### src/rtl/aes_decrypt_ctrl.sv
// Control FSM for the AES inverse cipher. It sequences the datapath register enables
// and drives the descending round counter out as the round-key index.
module aes_decrypt_ctrl #(
    parameter int NR = 10,
    parameter int KW = 4
) (
    input  logic          clock,
    input  logic          reset,
    input  logic          decrypt,
    output logic          init,
    output logic          is_first,
    output logic          en_round_out,
    output logic          en_reg_row_out,
    output logic          en_reg_sub_out,
    output logic          en_reg_col_out,
    output logic          en_Dout,
    output logic [KW-1:0] key_idx,
    output logic          busy,
    output logic          done
);

    typedef enum logic [2:0] {
        IDLE, ARK0, ROW, SUB, ARK, COL, OUT, DONE
    } state_t;

    state_t        state_q;
    logic [KW-1:0] cnt_q;

    always_ff @(posedge clock or posedge reset) begin
        if (reset) begin
            state_q <= IDLE;
            cnt_q   <= '0;
        end else begin
            case (state_q)
                IDLE, DONE: begin
                    if (decrypt) begin
                        state_q <= ARK0;
                        cnt_q   <= KW'(NR);
                    end
                end
                ARK0: begin
                    state_q <= ROW;
                    cnt_q   <= cnt_q - 1'b1;
                end
                ROW: state_q <= SUB;
                SUB: state_q <= ARK;
                // The key_idx=0 AddRoundKey is the last one, so COL never sees cnt=0
                ARK: state_q <= (cnt_q != '0) ? COL : OUT;
                COL: begin
                    state_q <= ROW;
                    cnt_q   <= cnt_q - 1'b1;
                end
                OUT:     state_q <= DONE;
                default: state_q <= IDLE;
            endcase
        end
    end

    always_comb begin
        init           = 1'b0;
        is_first       = 1'b0;
        en_round_out   = 1'b0;
        en_reg_row_out = 1'b0;
        en_reg_sub_out = 1'b0;
        en_reg_col_out = 1'b0;
        en_Dout        = 1'b0;
        busy           = 1'b0;
        done           = 1'b0;
        case (state_q)
            IDLE: init = decrypt & ~reset;
            ARK0: begin
                en_round_out = 1'b1;
                is_first     = 1'b1;
                busy         = 1'b1;
            end
            ROW: begin
                en_reg_row_out = 1'b1;
                busy           = 1'b1;
            end
            SUB: begin
                en_reg_sub_out = 1'b1;
                busy           = 1'b1;
            end
            ARK: begin
                en_round_out = 1'b1;
                busy         = 1'b1;
            end
            COL: begin
                en_reg_col_out = 1'b1;
                busy           = 1'b1;
            end
            OUT: begin
                en_Dout = 1'b1;
                busy    = 1'b1;
            end
            DONE: begin
                done = 1'b1;
                init = decrypt & ~reset;
            end
            default: ;
        endcase
    end

    assign key_idx = cnt_q;

endmodule

### config.mk
export PLATFORM = sky130hd
export DESIGN_NAME = aes_decrypt_ctrl
export DESIGN_NICKNAME = d
export VERILOG_FILES = /design/src/rtl/aes_decrypt_ctrl.sv
export SDC_FILE = /design/constraint.sdc
export NUM_CORES = 1
export LEC_CHECK = 0
export ABC_CLOCK_PERIOD_IN_PS = 1800
export CAP_MARGIN = 20
export CORE_AREA = 2 2 39 41
export CTS_CLUSTER_DIAMETER = 150
export DETAILED_ROUTE_END_ITERATION = 7
export DIE_AREA = 0 0 41 43
export PLACE_DENSITY = 0.67
export SLEW_MARGIN = 10
export SYNTH_ARGS = -nofsm -noshare
export SYNTH_HDL_FRONTEND = slang
export SYNTH_SLANG_ARGS = --single-unit
### constraint.sdc
create_clock -name clock -period 1.8 [get_ports clock]
set_input_delay 0.27 -clock clock [delete_from_list [all_inputs] [get_ports clock]]
set_output_delay 0.27 -clock clock [all_outputs]
set_load 0.05 [all_outputs]
==> metrics, run 1 <==
core area=1380 sq um; non-filler cells, final=92; clk root buf=clkbuf_4; Reg2Reg Setup Slack=0.40 ns; Routed WL=approximately 1.1 mm; status=finished clean; Pre-Repair DR Iteration Count=4; Post-DP HPWL=roughly 830 um; Initial Util=36.4%; final hold vios=0; crit path DAT=about 1.5 ns; hold_ws=around 0.34 ns; sequential area share after synthesis=34.7%; initial detailed-routing violation count=11; reg2reg end=key_idx[2]; share of cells above drive strength 1=a little over two fifths; met1 usage in global routing=18.4%; clk sinks=7; Area growth syn-to-layout=63.5%; Worst-Margin Slew=about 0.27 ns; Post-DP Area=about 760 sq um; Die Area=about 1800 sq um; minimum clock period=1.74 ns; number of enable flip-flop cells after synthesis=0; global-route wire length before repair=roughly 1.7 mm; Post-Syn Nets=61; type of origin of the critical path=flip-flop; Nets=around 80; commonest non-fill, non-tap cell in the layout=buf_12; Reg-to-Reg Start=key_idx[0]; Overflow after GRT=0; Mean Syn Cell Area=roughly 9.0 sq um; via count=480; die height=~43 um; fin crit share=between 90% and 100%; commonest non-fill, non-tap cells in the layout=buf_12, buf_4, nand2_1, dfrtp_1; Final WS setup=between 0.06 and 0.07 ns; GP Congestion=around 0.78; Main synth FF type=dfrtp_1; Cells after DPL=between 80 and 90; WL/cell=11.7 um; Mapped Area=~500 sq um; origin of the worst setup path=state_q[0]; kind of critical path=flip-flop to output pin; final design area excluding fillers=825 sq um; GR Layer Usage met3=under 10%; max-cap violation count=0; die width=approximately 40 um; Pins Over Slew Limit=0; pre-CTS WS=~0.24 ns; maximum fanout along the worst path=10; antenna violations before repair=0; synth unique cells=28; Gate Count Post-Synth=56; GR Util All Layers=14.0%; TritonCTS clock tree=built; GR Util met2=roughly 20%; Max-slew headroom=a little over 80%; global route hottest layer=met2; row cnt=14; asr flop ratio synth=100%; CTS Buf Count=3; ANT nets after route=0; ANT cells=0; Hold WC Path Type=primary input to async pin; crit path capture type=output pin; hold buffers post-CTS=0; largest net degree at the start of global routing=15; htree depth=1; num ports=16; number of global-route vias before repair=between 400 and 500; endpoints failing setup=0; Clock transition at path regs=~0.050 ns; Clk Latency, worst-skew pair=0.25 ns; R2R depth=5; Setup Skew=roughly 0.0018 ns; Max Freq=between 500 and 600 MHz; DRC=0; Port Buf Inserts=15; Via density=approximately 5.2; #FFs+latches synth=7; Worst Path Required=1.53 ns; CTS max path bufs=2; Warnings, synthesis=0
critical path: stages, from the launching register on:
cell	delay (ns)
dfrtp_2	0.46
buf_6	0.16
or2b_1	0.25
a21oi_2	0.19
buf_12	0.16
synthesized netlist by cell type (2+ instances only):
master	count	area [sq um]
ha_1	2	25.0
nand2b_1	2	12.5
dfrtp_1	7	175
a21oi_1	3	15.0
nor2_1	5	18.8
nor3_1	3	15.0
and3_1	4	25.0
a21oi_2	2	17.5
buf_2	2	10.0
inv_1	4	15.0
nand2_1	5	18.8
final cells by class:
class | instances | area, sq um
inverters | 4 | 15.0
flip-flops and latches | 7 | 178
fillers | 124 | 559
multi-input cells | 42 | 320
repair buffers | 19 | 264
clock inverters | 1 | 5.00
clock buffers | 3 | 22.5
well taps | 16 | 20.0
metal layers:
| metal | share of wire (%) | wire, um |
|---|---|---|
| met1 | 42 | 448 |
| met2 | 51 | 545 |
| met3 | 6.4 | 69 |
| met4 | 0.75 | 8 |
| met5 | 0 | 0 |
registers in the layout (all words and copies together), names as in the netlist:
signal   flops
key_idx      4
state_q      3
metrics by stage:
step                TNS (ns)  util [%]
finish                     0      59.6
global route        -0.00167      59.6
CTS                        0      57.4
detailed placement         0      55.2
global placement           0      55.2
floorplan            -0.0580         -
cell families (layout without fill, tap and decap cells):
logic type,Yosys count,in the layout,synth area share (%)
AOI/OAI and AO/OA,13,13,18.1
buffers and inverters,7,27,7.20
and+or+nand+nor,26,26,33.0
DFF,7,7,34.7
adders and majority gates,2,2,4.96
muxes,1,1,1.99
what timing repair did:
action | 4_1_cts | 5_1_grt
setup buffers | 0 | 2
setup endpoints to repair | 3 | 3
pin swaps | 0 | 1
resized for setup | 2 | 4
how the worst max path moves through the flow:
stage                         endpoint  slack, ns  depth (start not counted)
after floorplan                   init      -0.06                          4
after global placement            init       0.26                          3
after detailed placement          init       0.24                          3
after CTS                 en_round_out       0.01                          4
after global routing      en_round_out     -0.002                          4
final                     en_round_out       0.06                          4
Power of run 1 is left out: the tool's default activity adds up to more than one toggle a clock period on the data nets, which glitch-free logic cannot reach.
==> run 2: changes to the inputs <==
Settings changed: DONT_BUFFER_PORTS from default to 1, PLACE_DENSITY 0.67 to default, SKIP_CTS_REPAIR_TIMING from default to 1.
==> run 2 against run 1 <==
  * Maximum frequency up 2.8%
  * Critical path depth unchanged
  * Register-to-register slack better by 0.12 ns
  * Global-route usage up 2.2 points
  * Count of clock-buffer cells in the layout up 1
  * First-iteration DRC count down 55%
  * Die area unchanged
  * Non-clock buffer count down 3
  * Routed wire length up 0.19%
  * Via count down 4.8%
  * Highest routed layer unchanged
==> metrics, run 2 (same netlist as run 1, synthesis figures left out) <==
Hold Path Depth=2; critical-path cell list=and3_2 -> a21oi_2 -> nor3b_4 -> buf_12; row cnt=14; endpoints failing setup=0; crit path capture type=output pin; Nets=79; Post-DP Area=roughly 640 sq um; max-cap violation count=0; die width=approximately 41 um; final hold vios=0; commonest non-fill, non-tap cell in the layout=buf_4; die height=between 40 and 50 um; WL/cell=about 12 um; slowest CP cell=dfrtp_2; global-route wire length before repair=1.81 mm; Reg-to-Reg Start=key_idx[0]; Post-DP HPWL=~800 um; Initial Util=36.4%; Critical Path Max Stage Delay=about 0.48 ns; Setup Skew=0.000285 ns; clk root buf=clkbuf_4; core area=about 1400 sq um; Die Area=roughly 1800 sq um; CTS max path bufs=2; worst path bufs/invs=1; htree depth=1; Max-slew headroom=80.0%; fin crit share=93.9%; Area growth syn-to-layout=36.5%; maximum fanout along the worst path=12; CTS Buf Count=3; Pins Over Slew Limit=0; Worst Path Required=between 1.5 and 2 ns; reg2reg end=key_idx[3]; Port Buf Inserts=0; ANT cells=0; Routed WL=between 1 and 1.5 mm; max FFs per register=4; initial detailed-routing violation count=5; GR Util All Layers=about 16%; hold endpoint=key_idx[3]; Via density=approximately 5.1; Max Freq=just under 600 MHz; RSZ-0062 raised after global routing=no; largest net degree at the start of global routing=15; antenna violations before repair=0; crit path DAT=about 1.4 ns; clk sinks=7; commonest non-fill, non-tap cells in the layout=buf_4, nand2_1, nor2_1, dfrtp_1, inv_1; Reg2Reg Setup Slack=0.52 ns; num ports=16; pre-CTS WS=0.291 ns; Worst-Margin Slew=around 0.3 ns; delay-heaviest family, CP=flip-flops; Hold WC Path Type=primary input to flip-flop; kind of critical path=flip-flop to output pin; ANT nets after route=0; R2R depth=4; minimum clock period=roughly 1.7 ns; Final WS setup=0.110 ns; via count=457; DRC=0; Clock transition at path regs=0.05 ns; Pre-Repair DR Iteration Count=4; status=finished clean; number of global-route vias before repair=around 430; Overflow after GRT=0; share of cells above drive strength 1=38.4%; Clk Latency, worst-skew pair=roughly 0.26 ns; GP Congestion=between 0.7 and 0.8; type of origin of the critical path=flip-flop; TritonCTS clock tree=built; Worst Hold Launch=decrypt; final design area excluding fillers=~690 sq um
run 2: metal layers:
metal	track usage (%)	share of wire, %	vias up
li1	-	-	230
met1	19.9	42	207
met2	21.6	45	16
met3	2.09	8.1	4
met4	18.0	4.6	0
met5	0	0	-
run 2: area by class of cell:
class,count,area (sq um)
clock buffer,4,26.3
fill,139,696
inverter,4,15.0
multi-input combinational,42,314
sequential,7,178
tap,16,20.0
timing repair buffer,16,135
run 2: metrics by stage:
| stage | hold slack [ns] | TNS (ns) | instances | utilization [%] |
|---|---|---|---|---|
| after floorplan | 0.0734 | -0.0580 | 56 | - |
| after global placement | 0.120 | 0 | 84 | 46.6 |
| after detailed placement | 0.121 | 0 | 84 | 46.6 |
| after CTS | -0.162 | 0 | 88 | 48.5 |
| after global routing | 0.200 | 0 | 89 | 49.7 |
| final | 0.186 | 0 | 89 | 49.7 |
run 2: worst max path at each step:
stage / start / to / slack, ns / cells after the start
finish: state_q[2] / init / 0.11 / 4
CTS: state_q[2] / init / 0.007 / 4
global placement: state_q[2] / init / 0.32 / 4
detailed placement: state_q[2] / init / 0.29 / 4
floorplan: state_q[2] / init / -0.06 / 4
global route: state_q[2] / init / 0.04 / 4
Power of run 2 is left out for the same reason.
==> run 3: changes to the inputs <==
Settings changed: TNS_END_PERCENT from default to 20.
==> run 3 against run 2 <==
  * Via count up 5.0%
  * Clock skew up 0.010 ns
  * Highest routed layer unchanged
  * Worst setup slack worse by 0.012 ns
  * Die area unchanged
  * Largest cell class unchanged
  * Register-to-register slack worse by 0.05 ns
  * Critical endpoint unchanged
  * Worst hold slack worse by 0.0099 ns
  * Cell count unchanged
  * Sequential share of layout area up 0.14 points
==> metrics, run 3 (same netlist as run 1, synthesis figures left out) <==
ANT cells=0; Initial Util=a little over a third; commonest non-fill, non-tap cells in the layout=buf_4, nand2_1, nor2_1, dfrtp_1, inv_1; via count=480; GR Util All Layers=15.4%; TritonCTS clock tree=built; Final WS setup=0.0976 ns; critical-path cell list=and3_2 -> a21oi_2 -> nor3b_4 -> buf_12; maximum fanout along the worst path=9; Area growth syn-to-layout=35.7%; Nets=79; Routed WL=1.13 mm; initial detailed-routing violation count=8; RSZ-0062 raised after global routing=no; clk root buf=clkbuf_4; die height=~43 um; Multi-input gate area=310 sq um; Setup Skew=0.0107 ns; reg2reg end=key_idx[2]; largest net degree at the start of global routing=13; Hold Path Depth=2; Post-DP HPWL=865 um; crit path DAT=1.43 ns; Max-slew headroom=80.5%; DRC=0; slowest CP cell=dfrtp_1; antenna violations before repair=0; endpoints failing setup=0; minimum clock period=roughly 1.7 ns; Pins Over Slew Limit=0; WL/cell=approximately 13 um; pre-CTS WS=0.282 ns; Worst-Margin Slew=about 0.3 ns; final hold vios=0; Pre-Repair DR Iteration Count=4; htree depth=1; fin crit share=between 90% and 100%; kind of critical path=flip-flop to output pin; origin of the worst setup path=state_q[1]; GP Congestion=0.740; CTS Buf Count=3; setup_tns=0 ns; Clk Latency, worst-skew pair=about 0.25 ns; max FFs per register=4; fillers=roughly 140; share of cells above drive strength 1=37.0%; R2R depth=5; CTS max path bufs=2; Port Buf Inserts=0; commonest non-fill, non-tap cell in the layout=buf_4; Die Area=around 1800 sq um; Clock transition at path regs=0.06 ns; Worst Path Required=1.53 ns; Hold WC Path Type=primary input to flip-flop; max-cap violation count=0; Reg-to-Reg Start=key_idx[1]; Max Freq=between 500 and 600 MHz; Via density=between 5 and 6; Critical Path Max Stage Delay=roughly 0.48 ns; row cnt=14; num ports=16; ANT nets after route=0; core area=~1400 sq um; Worst Hold Launch=decrypt; storage element area=roughly 180 sq um; Reg2Reg Setup Slack=between 0.4 and 0.5 ns; type of origin of the critical path=flip-flop; clk sinks=7; Overflow after GRT=0; global-route wire length before repair=between 1.5 and 2 mm; crit path capture type=output pin; Final Util=approximately 50%; die width=about 41 um; number of global-route vias before repair=about 440; status=finished clean; hold endpoint=key_idx[3]
## run 3: cell types whose count changed in the layout (fill, tap and decap cells not counted)
cell     delta
a21oi_1     +1
a21oi_2     -1
## run 3: cell type report
| cell class | count | share of cell area [%] |
|---|---|---|
| Clock buffer | 4 | 3.84 |
| Inverter | 4 | 2.19 |
| Multi-Input combinational cell | 42 | 45.3 |
| Sequential cell | 7 | 26.0 |
| Tap cell | 16 | 2.93 |
| Timing Repair Buffer | 16 | 19.7 |
## run 3: worst max-delay path: cells and delay by family, from the launching register on
kind            cells  cell delay, ns
compound gates      1            0.05
buf+inv             1            0.16
flops               1            0.48
simple gates        2            0.48
## run 3: metrics by stage
step	std cells	cell area [sq um]	hold WS [ns]
final	89	684	0.177
after floorplan	56	517	0.0734
after global placement	84	641	0.121
after CTS	88	667	-0.154
after global routing	89	684	0.192
after detailed placement	84	641	0.121
## run 3: how the worst max path moves through the flow
stage                         to  depth (start not counted)
global placement            init                          4
CTS                         init                          4
finish                      init                          4
floorplan           en_round_out                          3
detailed placement          init                          4
global route                init                          4
## run 3: layer usage
layer | wire [um] | GRT usage, % | vias up
met4 | 10 | 6.00 | 0
met1 | 524 | 21.5 | 237
met5 | 0 | 0 | -
li1 | - | - | 232
met3 | 56 | 5.24 | 2
met2 | 540 | 21.3 | 9
Power of run 3 is left out for the same reason.
